$ cat src/rtl/counter_bank_pkg.sv
// Shared encodings and the terminal-value helper for the counter_bank channels.
package counter_bank_pkg;

    localparam int CNT_MAX_W = 32;

    typedef enum logic {
        DIR_UP   = 1'b0,
        DIR_DOWN = 1'b1
    } dir_e;

    typedef enum logic {
        END_WRAP = 1'b0,
        END_SAT  = 1'b1
    } end_mode_e;

    // Counting down always terminates at 1; counting up terminates at the modulus.
    function automatic logic [CNT_MAX_W-1:0] terminal_val(
        input logic [CNT_MAX_W-1:0] rollover_val,
        input dir_e                 dir
    );
        return (dir == DIR_DOWN) ? CNT_MAX_W'(1) : rollover_val;
    endfunction

endpackage

$ cat src/rtl/counter_bank_ch.sv
// One modulo counter channel: count register, terminal flag, wrap pulse and sticky wrap bit.
module counter_bank_ch
    import counter_bank_pkg::*;
#(
    parameter int NUM_CNT_BITS = 4
) (
    input  logic                    clk,
    input  logic                    n_rst,
    input  logic                    tick,
    input  logic                    clear,
    input  logic                    load,
    input  logic [NUM_CNT_BITS-1:0] load_val,
    input  logic                    count_enable,
    input  logic                    count_down,
    input  logic                    saturate,
    input  logic [NUM_CNT_BITS-1:0] rollover_val,
    output logic [NUM_CNT_BITS-1:0] count_out,
    output logic                    rollover_flag,
    output logic                    wrap_pulse,
    output logic                    wrap_sticky
);

    localparam logic [NUM_CNT_BITS-1:0] ONE = NUM_CNT_BITS'(1);

    logic [NUM_CNT_BITS-1:0] cnt_q, cnt_d;
    logic                    flag_q, flag_d;
    logic                    pulse_q, pulse_d;
    logic                    sticky_q, sticky_d;

    dir_e                    dir;
    end_mode_e               mode;
    logic [NUM_CNT_BITS-1:0] term;
    logic                    free_run;
    logic                    step;
    logic                    wrap;

    always_comb begin
        dir      = dir_e'(count_down);
        mode     = end_mode_e'(saturate);
        term     = NUM_CNT_BITS'(terminal_val(CNT_MAX_W'(rollover_val), dir));
        free_run = (rollover_val == '0);
        step     = count_enable & tick;
        cnt_d    = cnt_q;
        wrap     = 1'b0;

        if (clear) begin
            cnt_d = '0;
        end else if (load) begin
            cnt_d = load_val;
        end else if (step) begin
            // A zero modulus runs over the full 2^N range and ignores saturate.
            if (free_run) begin
                if (dir == DIR_UP) begin
                    cnt_d = cnt_q + ONE;
                    wrap  = (cnt_q == '1);
                end else begin
                    cnt_d = cnt_q - ONE;
                    wrap  = (cnt_q == '0);
                end
            end else if (dir == DIR_UP) begin
                if (cnt_q != rollover_val) begin
                    cnt_d = cnt_q + ONE;
                end else if (mode == END_WRAP) begin
                    cnt_d = ONE;
                    wrap  = 1'b1;
                end
            end else begin
                if (cnt_q > ONE) begin
                    cnt_d = cnt_q - ONE;
                end else if (mode == END_WRAP) begin
                    cnt_d = rollover_val;
                    wrap  = 1'b1;
                end
            end
        end

        // The flag only re-evaluates when the count register is written.
        flag_d = flag_q;
        if (clear || load || step) begin
            flag_d = !free_run && (cnt_d == term);
        end

        pulse_d  = wrap;
        sticky_d = clear ? 1'b0 : (sticky_q | wrap);
    end

    always_ff @(posedge clk or negedge n_rst) begin
        if (!n_rst) begin
            cnt_q    <= '0;
            flag_q   <= 1'b0;
            pulse_q  <= 1'b0;
            sticky_q <= 1'b0;
        end else begin
            cnt_q    <= cnt_d;
            flag_q   <= flag_d;
            pulse_q  <= pulse_d;
            sticky_q <= sticky_d;
        end
    end

    assign count_out     = cnt_q;
    assign rollover_flag = flag_q;
    assign wrap_pulse    = pulse_q;
    assign wrap_sticky   = sticky_q;

endmodule

$ cat src/rtl/counter_bank.sv
// Bank of NUM_CH independent modulo counters; define COUNTER_BANK_PRESCALE_EN to gate
// every channel's count step with a shared programmable prescaler tick.
module counter_bank
    import counter_bank_pkg::*;
#(
    parameter int NUM_CH        = 4,
    parameter int NUM_CNT_BITS  = 4
`ifdef COUNTER_BANK_PRESCALE_EN
    ,
    parameter int PRESCALE_BITS = 8
`endif
) (
    input  logic                                clk,
    input  logic                                n_rst,
`ifdef COUNTER_BANK_PRESCALE_EN
    input  logic [PRESCALE_BITS-1:0]            prescale_val,
`endif
    input  logic [NUM_CH-1:0]                   clear,
    input  logic [NUM_CH-1:0]                   load,
    input  logic [NUM_CH-1:0][NUM_CNT_BITS-1:0] load_val,
    input  logic [NUM_CH-1:0]                   count_enable,
    input  logic [NUM_CH-1:0]                   count_down,
    input  logic [NUM_CH-1:0]                   saturate,
    input  logic [NUM_CH-1:0][NUM_CNT_BITS-1:0] rollover_val,
    output logic [NUM_CH-1:0][NUM_CNT_BITS-1:0] count_out,
    output logic [NUM_CH-1:0]                   rollover_flag,
    output logic [NUM_CH-1:0]                   wrap_pulse,
    output logic [NUM_CH-1:0]                   wrap_sticky
);

    logic tick;

`ifdef COUNTER_BANK_PRESCALE_EN
    logic [PRESCALE_BITS-1:0] pre_q, pre_d;

    // Returning on >= keeps the prescaler bounded if prescale_val is lowered mid-period.
    always_comb begin
        tick  = (pre_q == prescale_val);
        pre_d = (pre_q >= prescale_val) ? '0 : pre_q + PRESCALE_BITS'(1);
    end

    always_ff @(posedge clk or negedge n_rst) begin
        if (!n_rst) begin
            pre_q <= '0;
        end else begin
            pre_q <= pre_d;
        end
    end
`else
    assign tick = 1'b1;
`endif

    for (genvar i = 0; i < NUM_CH; i++) begin : g_ch
        counter_bank_ch #(
            .NUM_CNT_BITS (NUM_CNT_BITS)
        ) u_ch (
            .clk           (clk),
            .n_rst         (n_rst),
            .tick          (tick),
            .clear         (clear[i]),
            .load          (load[i]),
            .load_val      (load_val[i]),
            .count_enable  (count_enable[i]),
            .count_down    (count_down[i]),
            .saturate      (saturate[i]),
            .rollover_val  (rollover_val[i]),
            .count_out     (count_out[i]),
            .rollover_flag (rollover_flag[i]),
            .wrap_pulse    (wrap_pulse[i]),
            .wrap_sticky   (wrap_sticky[i])
        );
    end

endmodule
$ cat config.mk
export PLATFORM = sky130hd
export DESIGN_NAME = counter_bank
export DESIGN_NICKNAME = d
export VERILOG_FILES = /design/src/rtl/counter_bank_pkg.sv /design/src/rtl/counter_bank_ch.sv /design/src/rtl/counter_bank.sv
export SDC_FILE = /design/constraint.sdc
export NUM_CORES = 1
export LEC_CHECK = 0
export BUFFER_PORTS_ARGS = -buffer_cell sky130_fd_sc_hd__buf_2
export CAP_MARGIN = 40
export CORE_MARGIN = 5
export CORE_UTILIZATION = 55
export CTS_CLUSTER_DIAMETER = 120
export DETAILED_ROUTE_END_ITERATION = 10
export PLACE_DENSITY_LB_ADDON = 0.15
export RECOVER_POWER = 50
export SYNTH_ARGS = -nofsm -noshare
export SYNTH_HDL_FRONTEND = slang
export SYNTH_SLANG_ARGS = --single-unit
export TNS_END_PERCENT = 30
$ cat constraint.sdc
create_clock -name clk -period 4.05 [get_ports clk]
set_clock_uncertainty 0.15 [all_clocks]
set_input_delay 0.2025 -clock clk [delete_from_list [all_inputs] [get_ports clk]]
set_output_delay 0.2025 -clock clk [all_outputs]
set_load 0.02 [all_outputs]
==> impl_metrics.tcl <==
set metrics [dict create \
    synth_edf_count 0 \
    cts_tree "built" \
    routed_wl_um 9660 \
    htreeDepth 1 \
    rows 29 \
    cp_max_fo 11 \
    setup_viol 0 \
    min_path_type "primary input to register" \
    ctsResizeCount 0 \
    ys_warn_count 0 \
    diodes 0 \
    numPortBuffers 81 \
    syn_inst 486 \
    gp_congestion 0.923 \
    dr.first_iter.drc_count 141 \
    rsz0062_at_grt "false" \
    worstSetupStartpointType "register" \
    cp_data_arrival_time_ns 3.07 \
    status "finished with violations" \
    criticalPathCategory "register to register" \
    core_area_sq_um 6420 \
    fmax_mhz 328 \
    synthTopCellsByArea "dfrtp_1 (19%), xnor2_1 (5.0%), nor2_1 (4.5%)" \
    end_kind "register" \
    num_io_pins 82 \
    num_vias 3686 \
    cp.required_ns 4.07 \
    die_h_um 91.5 \
    num-nets-final 589 \
    final-seq-area_sq_um 701 \
    die_w_um 91.5 \
    grt_usage 0.225 \
    period_minus_slack_ns 3.05 \
    synth_cell_type_count 83 \
    grt_max_degree 29 \
    design_area_sq_um 3960 \
    ys_seq_area_frac 0.192 \
    first_pass_iters 4 \
    wl_per_cell_um 16.1 \
    gr-total-overflow 0 \
    cts.clk_slew.worst_paths_ns 0.10 \
    violations "capacitance limit, slew limit" \
    clock_latency_ns 0.28 \
    route.detailed.drc 0 \
    worst_pin_slew_ns 1.57 \
    grt_pass1_vias 3413 \
    hold_viol 0 \
    grt_pass1_wl_um 16300 \
    syn-cell-area_sq_um 3660 \
    synthTopCellsByCount "nor2_1 (44), a21oi_1 (30), inv_1 (30)" \
    drv_cap 1 \
    fin_ws_ns 0.999 \
    antenna_found_initial 0 \
    start_util 0.569 \
    p_leak_nw 1.66 \
    area_delta_synth_final_pct 8.25 \
    maxSlewViolCount 29 \
    cts.sinks 28 \
    dp_hpwl_um 7360 \
    place_ws_ns 1.04 \
    drive_above_1_share 0.192 \
    async_reset_ff_frac 1.00 \
    vdd_drop_max_v 0.000180 \
    post-cts-setup-buffers 0 \
    relSlewSlack -0.0458 \
    powerDensity_nw_per_um2 251 \
    yosys_most_used_dff "dfrtp_1" \
    syn_nets 552 \
    cts_root_buf "clkbuf_8" \
    setup-tns-final_ns 0 \
    cts_made_buffers 3 \
    antenna_left 0 \
    avgSynthCellArea_sq_um 7.53 \
    yosysTopAreaCellShare 0.192 \
    cts_buffer_depth 2 \
    fillers 604 \
    period_share 0.753 \
    multi_input_area_sq_um 2560 \
    yosys.area.top_type "dfrtp_1" \
    postPlaceCellArea_sq_um 3900 \
    post_drt_via_cell_ratio 6.15 \
    die_area_sq_um 8380 \
    yosysMostFrequentCell "nor2_1" \
    ys_ff_latch 28 \
]
==> sequential cells by signal (all words and copies together), names as in the netlist <==
signal and count:
g_ch.u_ch.wrap_pulse 4, g_ch.u_ch.rollover_flag 4, g_ch.u_ch.count_out 16, g_ch.u_ch.wrap_sticky 4
==> report_power, final <==
group	total (mW)	switching, mW	leakage (nW)	internal [mW]
Sequential	0.342	0.0447	0.375	0.297
Combinational	0.427	0.249	1.25	0.178
Clock	0.225	0.0921	0.0357	0.132
==> routing by layer <==
metal	vias up	part of all wire	global-route usage
li1	1826	-	-
met1	1713	0.45	0.323
met2	143	0.47	0.373
met3	4	0.076	0.0306
met4	0	0.0028	0.0226
met5	-	0	0
==> per-stage QoR <==
step / power, mW / hold WS (ns) / std cells / utilization
3_5_place_dp: 0.771 / 0.116 / 594 / 0.607
4_1_cts: 0.996 / 0.0145 / 599 / 0.619
5_1_grt: 1.06 / 0.0386 / 599 / 0.616
2_1_floorplan: 0.665 / -0.243 / 486 / -
3_3_place_gp: 0.760 / 0.113 / 594 / 0.607
6_report: 0.993 / 0.0171 / 599 / 0.616
==> cells in the final DEF (no fill, tap or decap), types with 4 or more instances in the layout <==
cell type,count
a31oi_1,7
inv_1,30
xor2_1,5
and3_1,6
nand2_1,27
mux2i_1,13
nand3b_1,4
nand3_1,19
o211ai_1,6
nor2b_1,5
ha_1,12
o21a_1,4
nor4_1,5
xnor2_1,21
o21ai_0,22
clkbuf_1,15
a21oi_1,30
buf_2,66
nand4_1,7
nand4b_1,5
nor2_1,44
dfrtp_1,28
nor3_1,27
or3_1,8
nand2b_1,11
nor4b_1,4
==> logic make-up after synthesis <==
group / share of synthesized area
simple gates: 0.297
mux: 0.0479
xor+xnor: 0.0623
compound gates: 0.252
fa+ha+maj: 0.0411
flops: 0.192
buf+inv: 0.108
==> layout make-up <==
class | instances | area share
flip-flops and latches | 28 | 0.177
inverters | 33 | 0.0313
multi-input cells | 374 | 0.647
repair buffers | 83 | 0.102
clock buffers | 3 | 0.0104
clock inverters | 1 | 0.00759
well taps | 77 | 0.0243
==> critical path, cell delays in order, from the launching register on <==
cell      delay [ns]
dfrtp_1         0.57
inv_1           0.13
ha_1            0.29
o211ai_4        0.29
o31a_1          0.16
o311ai_1        0.13
a31oi_1         0.34
mux2_1          0.35
or3_1           0.32
a32o_1          0.23
==> repair_timing <==
action,4_1_cts,5_1_grt
hold buffers,1,0
setup endpoints to repair,0,0
endpoints found under the hold margin,28,0
==> worst paths after layout <==
path / from / to / slack (ns) / depth (start not counted)
setup / recovery: g_ch[1].u_ch.count_out[0]$_DFF_PN0_ / g_ch[1].u_ch.rollover_flag$_DFFE_PN0P_ / 1.0 / 9
hold / removal: clear[3] / g_ch[3].u_ch.wrap_sticky$_DFF_PN0_ / 0.02 / 2
setup reg to reg: g_ch[1].u_ch.count_out[0]$_DFF_PN0_ / g_ch[1].u_ch.rollover_flag$_DFFE_PN0P_ / 1.0 / 9
hold reg to reg: g_ch[2].u_ch.rollover_flag$_DFFE_PN0P_ / g_ch[2].u_ch.rollover_flag$_DFFE_PN0P_ / 0.36 / 2
max in group asynchronous: n_rst / g_ch[1].u_ch.wrap_pulse$_DFF_PN0_ / 2.16 / 2
min in group asynchronous: n_rst / g_ch[3].u_ch.count_out[2]$_DFF_PN0_ / 0.69 / 2
No activity file was read; power rests on OpenSTA's default activity.
